[src/rtl/interrupt_arbiter.sv]
`default_nettype none
// ============================================================================
//  Module      : interrupt_arbiter
//  Description : Latches UART interrupt events (overrun, parity, frame, RX
//                ready, config done), masks them with the ISR enable bits and
//                presents one pending interrupt at a time by fixed priority.
//                The registered ID and its load strobe feed ISR.INTID, and the
//                pending flag drives CTR.INTPEND.
//  Revision    : 1.0 - initial release
// ============================================================================
module interrupt_arbiter #(
    parameter int THR_W = 6
) (
    input  logic             clk_i,
    input  logic             rst_i,
    input  logic             overrun_error_i,
    input  logic             parity_error_i,
    input  logic             frame_error_i,
    input  logic             config_done_i,
    input  logic [THR_W:0]   rx_fifo_count_i,
    input  logic [THR_W-1:0] rx_fifo_threshold_i,
    input  logic             overrun_error_en_i,
    input  logic             parity_error_en_i,
    input  logic             frame_error_en_i,
    input  logic             rx_rdy_en_i,
    input  logic             enable_config_i,
    input  logic             int_ackn_i,
    output logic [2:0]       interrupt_id_o,
    output logic             interrupt_id_en_o,
    output logic             int_pend_o
);

    // Source index k carries interrupt ID k+1, so a lower index means a
    // higher priority: 0 overrun, 1 parity, 2 frame, 3 RX ready, 4 config.
    localparam int c_NUM_SRC = 5;
    localparam int c_CNT_W   = THR_W + 1;

    localparam logic [0:0] c_ST_IDLE    = 1'b0;
    localparam logic [0:0] c_ST_PENDING = 1'b1;

    logic [0:0]           r_state;
    logic [0:0]           w_state_nxt;
    logic [c_NUM_SRC-1:0] r_lat;
    logic [c_NUM_SRC-1:0] w_lat_nxt;
    logic [c_NUM_SRC-1:0] w_set;
    logic [c_NUM_SRC-1:0] w_en;
    logic [c_NUM_SRC-1:0] w_served;
    logic [2:0]           r_id;
    logic [2:0]           w_top_id;
    logic                 r_id_en;
    logic                 r_iack_q;
    logic                 w_iack_rise;
    logic                 w_pending;
    logic                 w_ack;
    logic [c_CNT_W-1:0]   w_thr_eff;
    logic                 w_rx_rdy;

    assign w_pending = (r_state == c_ST_PENDING);

    // A threshold of zero means "any non-empty FIFO", i.e. an effective
    // threshold of one entry.
    assign w_thr_eff = (rx_fifo_threshold_i == '0) ? c_CNT_W'(1)
                                                   : {1'b0, rx_fifo_threshold_i};
    assign w_rx_rdy  = (rx_fifo_count_i >= w_thr_eff);

    assign w_en = {enable_config_i, rx_rdy_en_i, frame_error_en_i,
                   parity_error_en_i, overrun_error_en_i};

    // RX ready is a level source: it re-sets its latch every cycle the FIFO
    // stays at or above threshold. Disabled sources are never latched.
    assign w_set = w_en & {config_done_i, w_rx_rdy, frame_error_i,
                           parity_error_i, overrun_error_i};

    // Only an IACK rising edge while an interrupt is pending acknowledges it;
    // edges seen in IDLE are dropped, and a held-high IACK counts once.
    assign w_iack_rise = int_ackn_i & ~r_iack_q;
    assign w_ack       = w_pending & w_iack_rise;

    // Per-source latch next state. A new set always wins over a clear, so a
    // fresh pulse of the served source during its ack re-raises it. A source
    // whose enable drops is cleared unless it is the one currently presented.
    genvar k;
    generate
        for (k = 0; k < c_NUM_SRC; k++) begin : g_src
            assign w_served[k]  = w_pending && (r_id == 3'(k + 1));
            assign w_lat_nxt[k] = w_set[k] |
                                  (r_lat[k] & ~((w_ack & w_served[k]) |
                                                (~w_en[k] & ~w_served[k])));
        end
    endgenerate

    // Event latches: hold each source until it is served or masked off.
    always_ff @(posedge clk_i) begin
        if (rst_i) begin
            r_lat <= '0;
        end else begin
            r_lat <= w_lat_nxt;
        end
    end

    // IACK edge detector history.
    always_ff @(posedge clk_i) begin
        if (rst_i) begin
            r_iack_q <= 1'b0;
        end else begin
            r_iack_q <= int_ackn_i;
        end
    end

    // Fixed-priority encoder: lowest set index wins.
    always_comb begin
        w_top_id = 3'b000;
        for (int i = c_NUM_SRC - 1; i >= 0; i--) begin
            if (r_lat[i]) begin
                w_top_id = 3'(i + 1);
            end
        end
    end

    // FSM state register.
    always_ff @(posedge clk_i) begin
        if (rst_i) begin
            r_state <= c_ST_IDLE;
        end else begin
            r_state <= w_state_nxt;
        end
    end

    // FSM next-state logic: IDLE picks up any latched event; PENDING is left
    // only on acknowledge, so a higher-priority arrival never preempts.
    always_comb begin
        w_state_nxt = r_state;
        case (r_state)
            c_ST_IDLE: begin
                if (|r_lat) begin
                    w_state_nxt = c_ST_PENDING;
                end
            end
            c_ST_PENDING: begin
                if (w_iack_rise) begin
                    w_state_nxt = c_ST_IDLE;
                end
            end
            default: begin
                w_state_nxt = c_ST_IDLE;
            end
        endcase
    end

    // Captured ID: sampled when leaving IDLE and frozen while pending.
    always_ff @(posedge clk_i) begin
        if (rst_i) begin
            r_id <= 3'b000;
        end else if (!w_pending && (|r_lat)) begin
            r_id <= w_top_id;
        end
    end

    // Load strobe for ISR.INTID: one cycle after every state change, so both
    // the new ID and the return to 000 are written into the register block.
    always_ff @(posedge clk_i) begin
        if (rst_i) begin
            r_id_en <= 1'b0;
        end else begin
            r_id_en <= (w_state_nxt != r_state);
        end
    end

    // FSM outputs: the ID reads as 000 whenever nothing is pending.
    always_comb begin
        int_pend_o        = w_pending;
        interrupt_id_o    = w_pending ? r_id : 3'b000;
        interrupt_id_en_o = r_id_en;
    end

endmodule
`default_nettype wire

[config.mk]
export PLATFORM = sky130hd
export DESIGN_NAME = interrupt_arbiter
export DESIGN_NICKNAME = d
export VERILOG_FILES = /design/src/rtl/interrupt_arbiter.sv
export SDC_FILE = /design/constraint.sdc
export NUM_CORES = 1
export LEC_CHECK = 0
export CAP_MARGIN = 0
export CORE_UTILIZATION = 40
export DETAILED_ROUTE_END_ITERATION = 12
export PLACE_DENSITY_LB_ADDON = 0.08
export SLEW_MARGIN = 10
export SYNTH_ARGS = -nofsm -noshare
export SYNTH_HDL_FRONTEND = slang
export SYNTH_SLANG_ARGS = --single-unit
export TNS_END_PERCENT = 30
[constraint.sdc]
create_clock -name clk_i -period 3 [get_ports clk_i]
set_clock_uncertainty 0.05 [all_clocks]
set_input_delay 0.6 -clock clk_i [delete_from_list [all_inputs] [get_ports clk_i]]
set_output_delay 0.6 -clock clk_i [all_outputs]
set_load 0.01 [all_outputs]
==> metrics.md <==
| Metric | Value |
|---|---|
| H-Tree Depth | `1` |
| Pwr dens | `372 nW/um2` |
| IO Port Bufs | `29` |
| Synth warn | `0` |
| Async S/R FF share, synth | `0%` |
| Main flop type after synthesis | `dfxtp_1` |
| Dpl hpwl | `between 1000 and 1500 um` |
| Global route overflow | `0` |
| FMAX | `between 400 and 500 MHz` |
| Boundary Pins | `30` |
| Post-CTS setup buffer count | `0` |
| CP arrival | `approximately 2.4 ns` |
| Nets@finish | `between 100 and 150` |
| Final period util | `75.5%` |
| Synth-to-layout area growth | `47.1%` |
| Crit. End Element | `register` |
| Avg Inst Size Synth | `~8.2 um2` |
| Area of the core | `roughly 1600 um2` |
| Clock buffer depth | `2` |
| Final setup TNS | `0 ns` |
| Cells after Synth | `85` |
| Hold crit path type | `reg2reg` |
| Number of flops mapped to enable cells by yosys | `0` |
| Failing checks | `design-rule violations` |
| Hold slack | `0.490 ns` |
| Maximum capacitance violations | `0` |
| Antenna cells | `0` |
| Non-Filler Instances | `around 130` |
| Clock root cell | `clkbuf_4` |
| Die Wd | `43.7 um` |
| Synth Cell Area | `slightly below 700 um2` |
| Max Slew Vio Count | `0` |
| Gr usage total | `19.2%` |
| Routed WL | `1520 um` |
| Synth top area share | `31.7%` |
| Overall die height | `about 44 um` |
| Clk sinks | `11` |
| Post-CTS Resized | `0` |
| CTS tree | `built` |
| Pwr Total | `381 uW` |
| Placed Cells | `~130` |
| Setup CP Type | `in2reg` |
| Largest net degree at the start of global routing | `17` |
| RSZ-0062 raised after global routing | `false` |
| # setup viols final | `0` |
| Number of detailed-route iterations in the first pass | `8` |
| 1st-iter DRT viols | `23` |
| Share of cells above drive strength 1 | `approximately 5.2%` |
| DRC viols | `2` |
| Starting density of the core | `between 40% and 50%` |
| Worst path required time | `~3.2 ns` |
| Number of global-route vias before repair | `571` |
| Num CTS Buffers | `3` |
| Row cnt | `14` |
| Status | `finished with violations` |
| Initial antenna violation count | `0` |
| Seq/Total Area, Yosys | `between 30% and 40%` |
| Syn Nets | `between 100 and 150` |
| Clock slew at reported path FFs | `0.07 ns` |
| Maximum VDD drop | `about 230 uV` |
| Startpoint Class | `primary input` |
| Post-DRT Antenna Nets | `0` |
| Fin. Hold Viols | `0` |
| Synth top area cells | `dfxtp_1 (32%), ha_1 (11%), inv_1 (5.9%)` |
| Worst-margin pin slew | `0.447 ns` |
| Post-synth cell types | `31` |
| Hold_buf cts | `0` |
| Cell taking the most area after synthesis | `dfxtp_1` |
| Gpl congestion | `~0.81` |
| Clock latency on the worst-skew pair | `roughly 0.27 ns` |
| Vias per cell | `5.35` |
| Final WS setup | `around 0.74 ns` |
| Worst slew margin | `between 70% and 80%` |
| #FFs+latches synth | `11` |
| Global-route wire length before repair | `approximately 2600 um` |
| Place WS | `roughly 0.46 ns` |
| Wirelength per Cell | `between 10 and 15 um` |
| Crit path time final | `roughly 2.3 ns` |
| Full die area | `around 1900 um2` |
| Crit-path max FO | `2` |
| Detailed-route via count | `slightly above 700` |
| Leak Pwr | `~0.43 nW` |
flip-flops by register name, summed over array words and instances, names as in the netlist:
register           flops
r_lat                  5
r_id                   3
int_pend_o             1
interrupt_id_en_o      1
r_iack_q               1
layout make-up:
class | count | area [um2]
multi-input cells | 61 | 425
inverters | 11 | 41.3
fillers | 143 | 536
clock buffers | 4 | 26.3
flip-flops and latches | 11 | 220
repair buffers | 29 | 290
well taps | 16 | 20.0
power breakdown:
part | internal (mW) | switching, mW
Clock | 0.0515 | 0.0473
Sequential | 0.159 | 0.0194
Combinational | 0.0664 | 0.0372
Total | 0.277 | 0.104
layer usage:
metal,part of all wire [%],vias up,track usage [%]
met1,50,312,28.0
met5,0,-,0
met4,1.8,0,9.38
li1,-,370,-
met2,41,19,23.9
met3,6.9,5,7.50
worst paths after layout:
path / startpoint / slack (ns) / cells past startpoint / end
max: rx_fifo_threshold_i[3] / 0.74 / 8 / r_lat[3]$_SDFF_PP0_
min: r_id[1]$_SDFFE_PP0P_ / 0.49 / 2 / r_id[1]$_SDFFE_PP0P_
max reg2reg: int_pend_o$_SDFF_PP0_ / 1.50 / 4 / r_lat[0]$_SDFF_PP0_
min reg2reg: r_id[1]$_SDFFE_PP0P_ / 0.49 / 2 / r_id[1]$_SDFFE_PP0P_
cell families after synthesis:
logic type	Yosys count	share of synthesized area (%)
compound gates	21	20.7
fa+ha+maj	6	10.8
buf+inv	13	7.19
flops	11	31.7
mux	2	3.78
simple gates	32	25.9
per-stage QoR:
step,utilization [%],area (um2)
global route,65.7,1020
floorplan,-,696
detailed placement,64.0,997
global placement,64.0,997
CTS,65.7,1020
finish,65.7,1020
Yosys cell counts, drive strengths merged, types with 2 or more instances:
library cell  instances
a22oi                 2
mux2                  2
and4bb                2
inv                  11
nor2                  8
o22ai                 2
nor3                  6
o21ai                 2
nand2                 4
a21boi                2
ha                    6
a21oi                 5
nand3                 2
nand2b                2
a31oi                 3
nand4b                2
and2                  2
dfxtp                11
cells in the final DEF (no fill, tap or decap), drive strengths merged, types with 2 or more instances in the layout:
| cell type | n |
|---|---|
| a21boi | 2 |
| a21oi | 5 |
| a22oi | 2 |
| a31oi | 3 |
| and2 | 2 |
| and4bb | 2 |
| clkbuf | 4 |
| clkdlybuf4s50 | 29 |
| dfxtp | 11 |
| ha | 6 |
| inv | 11 |
| mux2 | 2 |
| nand2 | 4 |
| nand2b | 2 |
| nand3 | 2 |
| nand4b | 2 |
| nor2 | 8 |
| nor3 | 6 |
| o21ai | 2 |
| o22ai | 2 |
worst max-delay path: stages:
cell and delay (ns):
clkdlybuf4s50_1 0.48, nor3_1 0.06, a31o_2 0.24, ha_1 0.26, nand2b_1 0.09, a31oi_1 0.08
or4_1 0.46, a21oi_1 0.14
No activity file was read; power rests on OpenSTA's default activity.
